`src/rtl/exe_stage.sv`:
```
// Execute stage: ALU, data-sram request, HI/LO ownership and a 32-step restoring divider.
// Optional feature macro: EXE_MUL_EN enables single-cycle mult/multu into HI/LO.
module exe_stage #(
   parameter int          DIV_FAST_ZERO = 1,
   parameter logic [31:0] HILO_RESET    = 32'h0
) (
   input  logic         clk,
   input  logic         resetn,
   input  logic         ms_allowin,
   output logic         es_allowin,
   input  logic         ds_to_es_valid,
   input  logic [143:0] ds_to_es_bus,
   output logic         es_to_ms_valid,
   output logic [70:0]  es_to_ms_bus,
   output logic         data_sram_en,
   output logic [3:0]   data_sram_wen,
   output logic [31:0]  data_sram_addr,
   output logic [31:0]  data_sram_wdata,
   output logic [31:0]  es_to_ds_result,
   output logic [4:0]   ES_dest,
   output logic         es_load
);

   typedef enum logic [1:0] {DIV_IDLE, DIV_BUSY, DIV_DONE} div_state_t;

   logic         es_valid_q;
   logic [143:0] bus_q;
   div_state_t   state_q, state_d;
   logic [4:0]   cnt_q, cnt_d;
   logic [31:0]  rem_q, rem_d, quo_q, quo_d, dvs_q, dvs_d;
   logic [31:0]  hi_q, hi_d, lo_q, lo_d;

   logic [1:0]  mul_op, div_op;
   logic [3:0]  hilo_op;
   logic [11:0] alu_op;
   logic        load_op, src1_is_sa, src1_is_pc, src2_is_imm, src2_is_8, gr_we, mem_we;
   logic [4:0]  dest;
   logic [15:0] imm;
   logic [31:0] rs_value, rt_value, pc;

   assign {mul_op, div_op, hilo_op, alu_op, load_op, src1_is_sa, src1_is_pc, src2_is_imm,
           src2_is_8, gr_we, mem_we, dest, imm, rs_value, rt_value, pc} = bus_q;

   logic es_ready_go, es_leave, div_req;

   assign div_req     = |div_op;
   assign es_ready_go = !(div_req && state_q != DIV_DONE);
   assign es_allowin  = !es_valid_q || (es_ready_go && ms_allowin);
   assign es_leave    = es_valid_q && es_ready_go && ms_allowin;

   // ---- stage boundary: decode bundle capture ----
   always_ff @(posedge clk) begin
      if (!resetn) begin
         es_valid_q <= 1'b0;
      end else if (es_allowin) begin
         es_valid_q <= ds_to_es_valid;
      end
   end

   always_ff @(posedge clk) begin
      if (ds_to_es_valid && es_allowin) begin
         bus_q <= ds_to_es_bus;
      end
   end

   logic        [31:0] src1, src2, alu_res, result;
   logic signed [31:0] src1_s, src2_s;

   assign src1   = src1_is_sa ? {27'd0, imm[10:6]} : (src1_is_pc ? pc : rs_value);
   assign src2   = src2_is_imm ? {{16{imm[15]}}, imm} : (src2_is_8 ? 32'd8 : rt_value);
   assign src1_s = src1;
   assign src2_s = src2;

   always_comb begin
      alu_res = 32'd0;
      unique case (1'b1)
         alu_op[0]:  alu_res = src1 + src2;
         alu_op[1]:  alu_res = src1 - src2;
         alu_op[2]:  alu_res = {31'd0, src1_s < src2_s};
         alu_op[3]:  alu_res = {31'd0, src1 < src2};
         alu_op[4]:  alu_res = src1 & src2;
         alu_op[5]:  alu_res = ~(src1 | src2);
         alu_op[6]:  alu_res = src1 | src2;
         alu_op[7]:  alu_res = src1 ^ src2;
         alu_op[8]:  alu_res = src2 << src1[4:0];
         alu_op[9]:  alu_res = src2 >> src1[4:0];
         alu_op[10]: alu_res = src2_s >>> src1[4:0];
         alu_op[11]: alu_res = {src2[15:0], 16'd0};
         default:    alu_res = 32'd0;
      endcase
   end

   // Divider operates on magnitudes; signs are restored from the held bundle at commit.
   logic        div_signed, div_zero, q_neg, r_neg;
   logic [31:0] dvd_mag, dvs_mag, quo_fix, rem_fix, div_hi, div_lo;
   logic [32:0] shifted;

   assign div_signed = div_op[1];
   assign div_zero   = (rt_value == 32'd0);
   assign dvd_mag    = (div_signed && rs_value[31]) ? (~rs_value + 32'd1) : rs_value;
   assign dvs_mag    = (div_signed && rt_value[31]) ? (~rt_value + 32'd1) : rt_value;
   assign q_neg      = div_signed && (rs_value[31] ^ rt_value[31]);
   assign r_neg      = div_signed && rs_value[31];
   assign quo_fix    = q_neg ? (~quo_q + 32'd1) : quo_q;
   assign rem_fix    = r_neg ? (~rem_q + 32'd1) : rem_q;
   assign div_hi     = div_zero ? rs_value : rem_fix;
   assign div_lo     = div_zero ? 32'hFFFF_FFFF : quo_fix;
   assign shifted    = {rem_q, quo_q[31]};

   always_comb begin
      state_d = state_q;
      cnt_d   = cnt_q;
      rem_d   = rem_q;
      quo_d   = quo_q;
      dvs_d   = dvs_q;
      case (state_q)
         DIV_IDLE: begin
            if (es_valid_q && div_req) begin
               cnt_d   = 5'd0;
               rem_d   = 32'd0;
               quo_d   = dvd_mag;
               dvs_d   = dvs_mag;
               state_d = (DIV_FAST_ZERO != 0 && div_zero) ? DIV_DONE : DIV_BUSY;
            end
         end
         DIV_BUSY: begin
            if (shifted >= {1'b0, dvs_q}) begin
               rem_d = shifted[31:0] - dvs_q;
               quo_d = {quo_q[30:0], 1'b1};
            end else begin
               rem_d = shifted[31:0];
               quo_d = {quo_q[30:0], 1'b0};
            end
            if (cnt_q == 5'd31) begin
               state_d = DIV_DONE;
            end else begin
               cnt_d = cnt_q + 5'd1;
            end
         end
         DIV_DONE: begin
            if (es_leave) begin
               state_d = DIV_IDLE;
            end
         end
         default: state_d = DIV_IDLE;
      endcase
   end

`ifdef EXE_MUL_EN
   logic [63:0] mul_a, mul_b, prod;
   assign mul_a = {{32{mul_op[1] & rs_value[31]}}, rs_value};
   assign mul_b = {{32{mul_op[1] & rt_value[31]}}, rt_value};
   assign prod  = mul_a * mul_b;
`else
   logic unused_mul;
   assign unused_mul = ^mul_op;
`endif

   always_comb begin
      hi_d = hi_q;
      lo_d = lo_q;
      if (es_leave) begin
         if (div_req) begin
            hi_d = div_hi;
            lo_d = div_lo;
         end
`ifdef EXE_MUL_EN
         if (|mul_op) begin
            hi_d = prod[63:32];
            lo_d = prod[31:0];
         end
`endif
         if (hilo_op[1]) hi_d = rs_value;
         if (hilo_op[0]) lo_d = rs_value;
      end
   end

   always_ff @(posedge clk) begin
      if (!resetn) begin
         state_q <= DIV_IDLE;
         cnt_q   <= 5'd0;
         hi_q    <= HILO_RESET;
         lo_q    <= HILO_RESET;
      end else begin
         state_q <= state_d;
         cnt_q   <= cnt_d;
         hi_q    <= hi_d;
         lo_q    <= lo_d;
      end
   end

   always_ff @(posedge clk) begin
      rem_q <= rem_d;
      quo_q <= quo_d;
      dvs_q <= dvs_d;
   end

   // ---- stage boundary: outputs toward memory and decode ----
   assign result          = hilo_op[3] ? hi_q : (hilo_op[2] ? lo_q : alu_res);
   assign es_to_ms_valid  = es_valid_q && es_ready_go;
   assign es_to_ms_bus    = {load_op, gr_we, dest, result, pc};
   assign data_sram_en    = es_leave && (load_op || mem_we);
   assign data_sram_wen   = {4{mem_we & data_sram_en}};
   assign data_sram_addr  = alu_res;
   assign data_sram_wdata = rt_value;
   assign es_to_ds_result = result;
   assign ES_dest         = dest & {5{es_valid_q && gr_we}};
   assign es_load         = es_valid_q && load_op;

endmodule

```
`config.mk`:
```
export PLATFORM = sky130hd
export DESIGN_NAME = exe_stage
export DESIGN_NICKNAME = d
export VERILOG_FILES = /design/src/rtl/exe_stage.sv
export SDC_FILE = /design/constraint.sdc
export NUM_CORES = 1
export LEC_CHECK = 0
export CAP_MARGIN = 20
export CORE_MARGIN = 3
export CORE_UTILIZATION = 50
export CTS_CLUSTER_DIAMETER = 50
export DETAILED_ROUTE_END_ITERATION = 12
export PLACE_DENSITY_LB_ADDON = 0.15
export SETUP_SLACK_MARGIN = 0.4
export SKIP_CTS_REPAIR_TIMING = 1
export SYNTH_ARGS = -nofsm -noshare
export SYNTH_HDL_FRONTEND = slang
export SYNTH_SLANG_ARGS = --single-unit
```
`constraint.sdc`:
```
create_clock -name clk -period 15.6 [get_ports clk]
set_clock_uncertainty 0.05 [all_clocks]
set_input_delay 2.34 -clock clk [delete_from_list [all_inputs] [get_ports clk]]
set_output_delay 2.34 -clock clk [all_outputs]
set_load 0.02 [all_outputs]
```
==> results.json <==
{
  "crit-reg2reg-capture": "rem_q[24]",
  "ys.flop_type": "edfxtp_1",
  "power.internal_mw": 1.98,
  "vdd.ir_drop.worst_uv": 94.7,
  "area_growth_syn_to_layout_pct": 16.1,
  "yosys-mux-area-fraction": 0.0681,
  "globalplace.congestion": 1.09,
  "power_per_cell_area_nw_per_um2": 101,
  "yosys_register_bits": 310,
  "clk_pin_slew_worst_paths_ns": 0.06,
  "setup.worst_path.start_class": "flop",
  "numCtsBuffers": 44,
  "timing.critical_path.arrival_ns": 7.38,
  "drc": 0,
  "mappedNetlistNets": 3611,
  "synth_enable_flop_cells": 238,
  "clockPowerShare": 0.308,
  "run_status": "completed",
  "max-clock-path-buffers": 3,
  "synth-adder-area-share": 0.0648,
  "fin_total_pwr_mw": 3.26,
  "post_route_cells_drive_above_1_share": 0.0708,
  "tightestPinTransition_ns": 1.10,
  "cp.required_ns": 13.21,
  "pleak_nw": 12.6,
  "wirelength_um": 125000,
  "cts_tree": "built",
  "initial_antenna_violation_count": 8,
  "timing_worst_setup_path_type": "reg -> out",
  "setup.worst_path.start": "bus_q[121]",
  "worst-path-max-fanout": 33,
  "synthArstFlopShare": 0,
  "crit_top_cell": "o21ai_0",
  "worst_case_register_to_register_setup_slack_ns": 11.45,
  "crit_buf_inv": 4,
  "largest_family_of_logic_cells_by_synthesized_area": "compound AO/OA/AOI/OAI gates",
  "initial_utilization": 0.511,
  "die_w_um": 242,
  "setup_total_negative_slack_ns": 0,
  "dpl.cell_count": 4100,
  "detailedRoute.firstPassIterationCount": 7,
  "nNetsFinal": 3701,
  "netlist_top_cells_area": "edfxtp_1 26%, ha_1 6.3%, dfxtp_1 5.2%",
  "post_layout_nonfiller_instances": 4185,
  "synth_top_cells_by_count": "349 x nand2_1, 238 x edfxtp_1, 229 x nor2_1",
  "die_height_um": 242,
  "hold_viol_final": 0,
  "synth.top_cell.area_share": 0.258,
  "avgRoutedWirePerCell_um": 29.8,
  "critPathSlowestCell": "o31ai_1",
  "unrepaired_setup_endpoints_after_global_routing": "no",
  "r2r_cells": 12,
  "cts-htree-levels": 2,
  "first_global_vias": 26710,
  "grt_max_degree": 79,
  "hp-class": "reg -> reg",
  "final.min_clock_period_ns": 9.77,
  "portBuffers": 325,
  "fraction_of_power_spent_switching_nets": 0.392,
  "hpwlAfterDp_um": 94400,
  "postSynthAreaPerCell_um2": 8.36,
  "source_to_sink_clock_delay_at_the_later_pin_of_the_worst_skew_pair_ns": 0.61,
  "ios": 328,
  "synth_most_common_cell": "nand2_1",
  "critical-path-max-stage-delay_ns": 0.86,
  "final_antenna_net_count": 0,
  "die_area_um2": 58400,
  "global_route_usage_over_all_layers": 0.410,
  "cp_num_cells": 14,
  "fill_cell_total_of_the_finished_layout": 4715,
  "max_cap_viol_count": 0,
  "synth.yosys.seq_area_share": 0.309,
  "synth_xor_area_frac": 0.0505,
  "timing.critical_path.max_delay_family": "compound AO/OA/AOI/OAI gates",
  "ff_latch_area_um2": 8590,
  "timing.final.setup_violations": 0,
  "synth-compound-area-share": 0.255,
  "maxSlewHeadroom": 0.269,
  "synth-simple-area-share": 0.164,
  "synth.distinct_cells": 88,
  "detailed_router_s_first_iteration_violation_count": 4115,
  "p_seq_frac": 0.321,
  "timing.critical_path.to": "es_to_ms_bus[33]",
  "avgViaCountPerCell": 6.76,
  "fp.coreArea_um2": 54300,
  "fmax_mhz": 102,
  "post_synth_inst_count": 3321,
  "vias": 28285,
  "fin_crit_sh": 0.626,
  "synthesis.yosys.warnings": 0,
  "final-max-slew-violation-count": 0,
  "power.switching_mw": 1.28,
  "grt_pass1_wl_um": 181000,
  "syn_area_um2": 27800,
  "timing.critical_path.cells": "buf_4, mux2_4, o21ai_4, buf_4, inv_4, o311ai_2, mux2i_1, o21ai_0, o21ai_0, o211a_1, o31ai_1, mux2i_1, o21ai_0, clkdlybuf4s50_1",
  "multi_input_area_um2": 16800,
  "synth_largest_area_cell": "edfxtp_1",
  "capturing_element_type_of_the_critical_path": "output port",
  "clkSinkCount": 310,
  "share_comb_of_total_power": 0.371,
  "cts_root_buf": "clkbuf_16",
  "regToRegStartpoint": "rem_q[17]",
  "fp-row-count": 85,
  "grt_overflow": 0
}
## layer usage
metal	share of wire	vias up	wire, um	GRT usage
li1	-	12314	-	-
met1	0.39	13502	48500	0.542
met2	0.42	2086	53100	0.618
met3	0.12	369	15200	0.106
met4	0.064	14	7980	0.217
met5	0.00070	-	87	0
## cell type report
type / count / area share
repair buffers: 383 / 0.115
diodes: 2 / 0.000155
clock buffers: 49 / 0.0348
inverters: 189 / 0.0221
clock inverters: 30 / 0.0101
flip-flops and latches: 310 / 0.267
well taps: 739 / 0.0287
multi-input cells: 2483 / 0.522
## metrics by stage
| stage | cell area (um2) | hold slack, ns | setup WS [ns] | util |
|---|---|---|---|---|
| 2_1_floorplan | 27800 | 0.386 | 8.16 | - |
| 3_3_place_gp | 30700 | 0.399 | 6.73 | 0.565 |
| 3_5_place_dp | 30700 | 0.409 | 6.64 | 0.565 |
| 4_1_cts | 32200 | 0.415 | 5.97 | 0.592 |
| 5_1_grt | 32200 | 0.434 | 5.74 | 0.593 |
| 6_report | 32200 | 0.407 | 5.83 | 0.593 |
## sequential cells by signal, summed over array words and instances, names as in the netlist
register and cells:
cnt_q 5, dvs_q 32, quo_q 32, lo_q 32, es_valid_q 1, rem_q 32
hi_q 32, state_q 2, bus_q 142
## cells by family (layout without fill, tap and decap cells)
kind of cell | count (synthesis) | after routing
simple gates | 972 | 972
fa+ha+maj | 142 | 142
buf+inv | 528 | 651
xor+xnor | 160 | 160
flops | 310 | 310
mux | 173 | 173
compound gates | 1036 | 1036
other cells | 0 | 2
## power by group through the flow
stage	clock [mW]	combinational (mW)	sequential, mW
after floorplan	0	0.771	1.02
after global placement	0	1.14	1.06
after detailed placement	0	1.16	1.06
after CTS	1.01	1.17	1.04
after global routing	1.04	1.27	1.05
final	1.00	1.21	1.05
## worst min-delay path by stage
stage / cells past startpoint / to / startpoint
finish: 2 / hi_q[26] / hi_q[26]
global placement: 2 / hi_q[26] / hi_q[26]
detailed placement: 2 / hi_q[26] / hi_q[26]
CTS: 2 / hi_q[26] / hi_q[26]
floorplan: 2 / hi_q[26] / hi_q[26]
global route: 2 / hi_q[20] / hi_q[20]
## worst reg2reg max path: stages (launching register included)
cell and delay [ns]:
edfxtp_1 0.48, ha_1 0.39, a21o_1 0.20, a21o_1 0.20
a2111oi_0 0.46, nor3_1 0.14, a31oi_1 0.44, inv_1 0.12
o31ai_1 0.46, a21oi_4 0.18, buf_4 0.31, or2_2 0.35
a21oi_1 0.17
## cells in the final DEF (no fill, tap or decap), drive strengths merged, types with 49 or more instances in the layout
cell type,instances
nand2,349
clkdlybuf4s50,324
edfxtp,238
nor2,229
a21oi,225
inv,202
o21ai,186
mux2i,142
ha,139
xnor2,107
o211ai,83
a221oi,74
nor3,72
dfxtp,72
buf,57
nor2b,54
xor2,53
clkbuf,51
a31oi,50
nand3,49
Note: power is estimated with default switching activity, not from simulation.
